### config.mk
export PLATFORM = sky130hd
export DESIGN_NAME = rr_arbiter4
export DESIGN_NICKNAME = d
export VERILOG_FILES = /design/src/rtl/rr_arbiter4.sv
export SDC_FILE = /design/constraint.sdc
export NUM_CORES = 1
export LEC_CHECK = 0
export BUFFER_PORTS_ARGS = -buffer_cell sky130_fd_sc_hd__buf_2
export CAP_MARGIN = 10
export CORE_UTILIZATION = 56
export DETAILED_ROUTE_END_ITERATION = 7
export HOLD_SLACK_MARGIN = 0.08
export PLACE_DENSITY = 0.84
export SLEW_MARGIN = 25
export SYNTH_ARGS = -nofsm -noshare
export SYNTH_HDL_FRONTEND = slang
export SYNTH_SLANG_ARGS = --single-unit
### constraint.sdc
create_clock -name clk -period 2.4 [get_ports clk]
set_input_delay 0.36 -clock clk [delete_from_list [all_inputs] [get_ports clk]]
set_output_delay 0.36 -clock clk [all_outputs]
set_load 0.05 [all_outputs]
### src/rtl/rr_arbiter4.sv
// Purpose: 4-requester round-robin arbiter with grant hold and a MAX_HOLD revocation limit.
// Latency: one cycle from req sampled at an edge to grant visible after that edge.
// Backpressure: none; requesters hold req high until granted and keep it high while using the resource.
//
// Ports:
//   clk          system clock, all state updates on the rising edge
//   rst          asynchronous active-high reset
//   req[3:0]     level-sensitive request lines, req[i]=1 means requester i wants the resource
//   grant[3:0]   registered grant, always one-hot or all-zero, drives the owner encoder directly
//   grant_valid  registered, equal to the OR of grant every cycle
//   timeout      registered one-cycle pulse when a grant is revoked by hold expiry
//
// Parameters:
//   MAX_HOLD     maximum consecutive cycles one owner keeps the grant while it still requests (1..255)
//   CNT_W        hold counter width, 2**CNT_W must exceed MAX_HOLD

module rr_arbiter4 #(
    parameter int MAX_HOLD = 8,
    parameter int CNT_W    = 8
) (
    input  logic       clk,
    input  logic       rst,
    input  logic [3:0] req,
    output logic [3:0] grant,
    output logic       grant_valid,
    output logic       timeout
);

    typedef enum logic {
        IDLE  = 1'b0,
        GRANT = 1'b1
    } state_t;

    // ------------------------------------------------------------------
    // State
    // ------------------------------------------------------------------
    state_t           state_q,       state_d;
    logic [3:0]       grant_q,       grant_d;
    logic             grant_valid_q, grant_valid_d;
    logic             timeout_q,     timeout_d;
    logic [1:0]       ptr_q,         ptr_d;
    logic [CNT_W-1:0] hold_cnt_q,    hold_cnt_d;

    // ------------------------------------------------------------------
    // Current owner index. grant_q is guaranteed one-hot or zero, so the
    // default arm is only reached for the all-zero case, which is never
    // consulted outside GRANT.
    // ------------------------------------------------------------------
    logic [1:0] owner_idx;

    always_comb begin
        owner_idx = 2'd0;
        case (grant_q)
            4'b0001: owner_idx = 2'd0;
            4'b0010: owner_idx = 2'd1;
            4'b0100: owner_idx = 2'd2;
            4'b1000: owner_idx = 2'd3;
            default: owner_idx = 2'd0;
        endcase
    end

    // ------------------------------------------------------------------
    // Rotating priority search. In IDLE the search starts at ptr_q; in
    // GRANT it only matters on release or expiry, and both of those start
    // one past the owner, so the owner (if still requesting) ranks last.
    // ------------------------------------------------------------------
    logic [1:0] search_start;
    logic [1:0] cand_idx;
    logic [1:0] win_idx;
    logic       win_found;

    assign search_start = (state_q == IDLE) ? ptr_q : (owner_idx + 2'd1);

    // Walk the candidates from lowest priority to highest so the last
    // assignment left standing is the highest-priority requester.
    always_comb begin
        win_found = 1'b0;
        win_idx   = 2'd0;
        cand_idx  = 2'd0;
        for (int k = 3; k >= 0; k--) begin
            cand_idx = search_start + 2'(k);
            if (req[cand_idx]) begin
                win_found = 1'b1;
                win_idx   = cand_idx;
            end
        end
    end

    logic [3:0] win_onehot;
    assign win_onehot = 4'b0001 << win_idx;

    logic owner_req;
    logic hold_expired;

    assign owner_req    = req[owner_idx];
    assign hold_expired = (hold_cnt_q == CNT_W'(MAX_HOLD));

    // ------------------------------------------------------------------
    // Next-state logic
    // ------------------------------------------------------------------
    always_comb begin
        state_d    = state_q;
        grant_d    = grant_q;
        ptr_d      = ptr_q;
        hold_cnt_d = hold_cnt_q;
        timeout_d  = 1'b0;

        case (state_q)
            IDLE: begin
                // ptr is deliberately left alone here so the next search
                // after an idle gap still starts one past the last owner.
                if (win_found) begin
                    grant_d    = win_onehot;
                    hold_cnt_d = CNT_W'(1);
                    state_d    = GRANT;
                end else begin
                    grant_d    = 4'b0000;
                    hold_cnt_d = '0;
                end
            end

            GRANT: begin
                if (!owner_req) begin
                    // Release: hand over in the same edge when anyone else
                    // is waiting, so there is no idle bubble between owners.
                    ptr_d = owner_idx + 2'd1;
                    if (win_found) begin
                        grant_d    = win_onehot;
                        hold_cnt_d = CNT_W'(1);
                    end else begin
                        grant_d    = 4'b0000;
                        hold_cnt_d = '0;
                        state_d    = IDLE;
                    end
                end else if (hold_expired) begin
                    // Expiry: the owner is still requesting, so the search
                    // always finds someone; a sole requester wins itself back
                    // and the counter restarts, keeping hold_cnt bounded.
                    timeout_d  = 1'b1;
                    ptr_d      = owner_idx + 2'd1;
                    grant_d    = win_onehot;
                    hold_cnt_d = CNT_W'(1);
                end else begin
                    hold_cnt_d = hold_cnt_q + CNT_W'(1);
                end
            end

            default: begin
                state_d    = IDLE;
                grant_d    = 4'b0000;
                hold_cnt_d = '0;
            end
        endcase
    end

    // grant_valid is registered from the same next-state value as grant so
    // the two can never disagree.
    assign grant_valid_d = |grant_d;

    // ------------------------------------------------------------------
    // Registers
    // ------------------------------------------------------------------
    always_ff @(posedge clk or posedge rst) begin
        if (rst) begin
            state_q       <= IDLE;
            grant_q       <= 4'b0000;
            grant_valid_q <= 1'b0;
            timeout_q     <= 1'b0;
            ptr_q         <= 2'd0;
            hold_cnt_q    <= '0;
        end else begin
            state_q       <= state_d;
            grant_q       <= grant_d;
            grant_valid_q <= grant_valid_d;
            timeout_q     <= timeout_d;
            ptr_q         <= ptr_d;
            hold_cnt_q    <= hold_cnt_d;
        end
    end

    assign grant       = grant_q;
    assign grant_valid = grant_valid_q;
    assign timeout     = timeout_q;

endmodule

==> impl_metrics.ini <==
[floorplan]
rows = 15
core_area_sq_um = 1750
top_level_ports = 12
die_height_microns = 45.3
die_w_microns = 45.3
start_util_pct = 60.2
die_area_sq_um = 2050

[clocking]
hold_buffers = 0
cts_root_buffer = clkbuf_4
clk_transition_reported_paths_ns = 0.10
clk_path_buf_depth = 2
cts_sinks = 17
htreeDepth = 1
clkLatencyLatePin_ns = 0.30
cts_tree = done
post_cts.repair.setup_buffers = 0
ctsResizeCount = 0
cts_buffers = 3

[placed_design]
dpl_worst_slack_ns = 0.459
port_buffers = 11
hpwl_microns = 1540
globalplace.congestion = 0.822

[cells_and_area]
syn_to_final_growth_pct = 7.26
finalNetCount = 123
fin_util_pct = 64.6
final_common_cell = dfrtp_1
final_cell_mix = dfrtp_1, buf_2, inv_1, nor2_1, nand2_1
diodes = 0
drive_gt1_share_pct = 21.9

[logic_synthesis]
synthAdderAreaFrac_pct = 2.38
synth-edff-count = 0
synth.area.mux_share_pct = 6.19
synth_fp_nets = 110
synth_seq_area_share_pct = 40.5
ys_types = 39
synth_cells = 102
syn-cell-area_sq_um = 1050
synthXorXnorAreaFrac_pct = 6.67
syn_avg_cell_area_sq_um = 10.3
synth_seq_cells = 17
synth_compound_area_share_pct = 17.0
synthSimpleGateAreaFrac_pct = 20.1
synthFlopType = dfrtp_1
synth_top_family_by_area = simple AND/OR/NAND/NOR gates
synth_warnings = 0
async_flop_share_pct = 100

[power]
vdd_drop_max_mv = 0.645
pwr_density_cell_nw_per_um2 = 1170
p_leak_nw = 0.532

[timing]
hold_viol_final = 0
period_needed_ns = 1.97
skew_ns = 0.00159
final_max_slew_viol_count = 0
relSlewSlack_pct = 58.8
finalSetupTns_ns = 0
worst_pin_slew_ns = 0.617
rsz0062_at_grt = false
clock.fmax_ghz = 0.507
fin_crit_sh_pct = 82.1
fin_ws_ns = 0.429
setup_viol = 0

[grt]
antenna_found_initial = 0
grt_pass1_wl_microns = 3280
first_global_vias = 735
grt.overflow.total = 0
grt_max_degree = 18
grt_usage_pct = 23.3

[hold_path]
min_path_type = in2async

[route]
routed_wl_microns = 2050
drt_iter0_drc = 27
via_per_inst = 5.88
wl_per_cell_microns = 14.7
vias = 818
drc_errors = 0
dr.pass1.iters = 4
drtAntennaViolNets = 0

[worst_setup_path]
path_max_fanout = 10
endpoint_kind = flip-flop
crit_type = reg2reg
r2r_start = grant[3]$_DFF_PP0_
arrival_ns = 2.16
start_kind = flip-flop
cp.required_ns = 2.59
crit_path_start = grant[3]$_DFF_PP0_

[outcome]
outcome = finished, final reports clean

[job]
drv_cap = 0
## power by group
part	leakage, nW	switching, mW	internal (mW)
Sequential	0.215	0.0989	0.358
Clock	0.0177	0.0954	0.0622
Combinational	0.299	0.417	0.289
Total	0.532	0.611	0.709
## cells by family (layout without fill, tap and decap cells)
| kind of cell | count (synthesis) | count (layout) |
|---|---|---|
| XOR/XNOR | 8 | 8 |
| AO/OA/AOI/OAI | 21 | 21 |
| buffers and inverters | 13 | 25 |
| AND/OR/NAND/NOR | 35 | 35 |
| flip-flops | 17 | 17 |
| adder cells (fa/ha/maj) | 2 | 2 |
| multiplexers | 6 | 6 |
## worst paths after layout
| path | end | slack (ns) | depth (start not counted) |
|---|---|---|---|
| max | grant[1]$_DFF_PP0_ | 0.43 | 5 |
| min | grant[3]$_DFF_PP0_ | 0.12 | 2 |
| max reg2reg | grant[1]$_DFF_PP0_ | 0.43 | 5 |
| min reg2reg | hold_cnt_q[0]$_DFF_PP0_ | 0.53 | 1 |
| max in group asynchronous | hold_cnt_q[0]$_DFF_PP0_ | 1.89 | 2 |
| min in group clk | state_q$_DFF_PP0_ | 0.39 | 3 |
## layer usage
metal / share of wire (%) / vias up / GRT usage [%]
li1: - / 389 / -
met1: 44 / 403 / 30.4
met2: 50 / 21 / 37.1
met3: 3.2 / 5 / 2.40
met4: 2.5 / 0 / 14.5
met5: 0 / - / 0
## Yosys cell counts (2+ instances only)
library cell | instances | area (sq um)
a21oi_1 | 4 | 20.0
dfrtp_1 | 17 | 425
mux2_1 | 4 | 45.0
and3_1 | 2 | 12.5
nor3_1 | 2 | 10.0
buf_6 | 2 | 22.5
mux2i_1 | 2 | 20.0
inv_1 | 10 | 37.5
ha_1 | 2 | 25.0
xor2_1 | 5 | 43.8
nand2_1 | 6 | 22.5
o21ai_0 | 2 | 10.0
a31oi_1 | 2 | 12.5
a21o_2 | 2 | 17.5
xnor2_1 | 3 | 26.3
nor2_1 | 9 | 33.8
nand3_1 | 4 | 20.0
nor3b_1 | 2 | 15.0
a221oi_1 | 2 | 17.5
## cell type report
| type | count | area [sq um] |
|---|---|---|
| flip-flops and latches | 17 | 425 |
| repair buffers | 11 | 55.1 |
| well taps | 25 | 31.3 |
| fillers | 142 | 618 |
| clock inverters | 1 | 5.00 |
| clock buffers | 3 | 22.5 |
| multi-input cells | 72 | 551 |
| inverters | 10 | 37.5 |
## critical path: stages (launching register included)
cell and delay [ns]:
dfrtp_1 0.58, xor2_1 0.33, a211oi_2 0.14, a221oi_4 0.28
nand3_4 0.18, mux2_1 0.34
## flip-flops by register name, summed over array words and instances, names as in the netlist
| signal | flops |
|---|---|
| grant | 4 |
| grant_valid | 1 |
| hold_cnt_q | 8 |
| ptr_q | 2 |
| state_q | 1 |
| timeout | 1 |
## per-stage QoR
| stage | power (mW) | area, sq um | hold WS, ns | std cells |
|---|---|---|---|---|
| floorplan | 1.06 | 1050 | 0.286 | 102 |
| global placement | 1.14 | 1100 | 0.455 | 135 |
| detailed placement | 1.17 | 1100 | 0.467 | 135 |
| CTS | 1.33 | 1130 | 0.130 | 139 |
| global route | 1.42 | 1130 | 0.156 | 139 |
| finish | 1.32 | 1130 | 0.117 | 139 |
No activity file was read; power rests on OpenSTA's default activity.
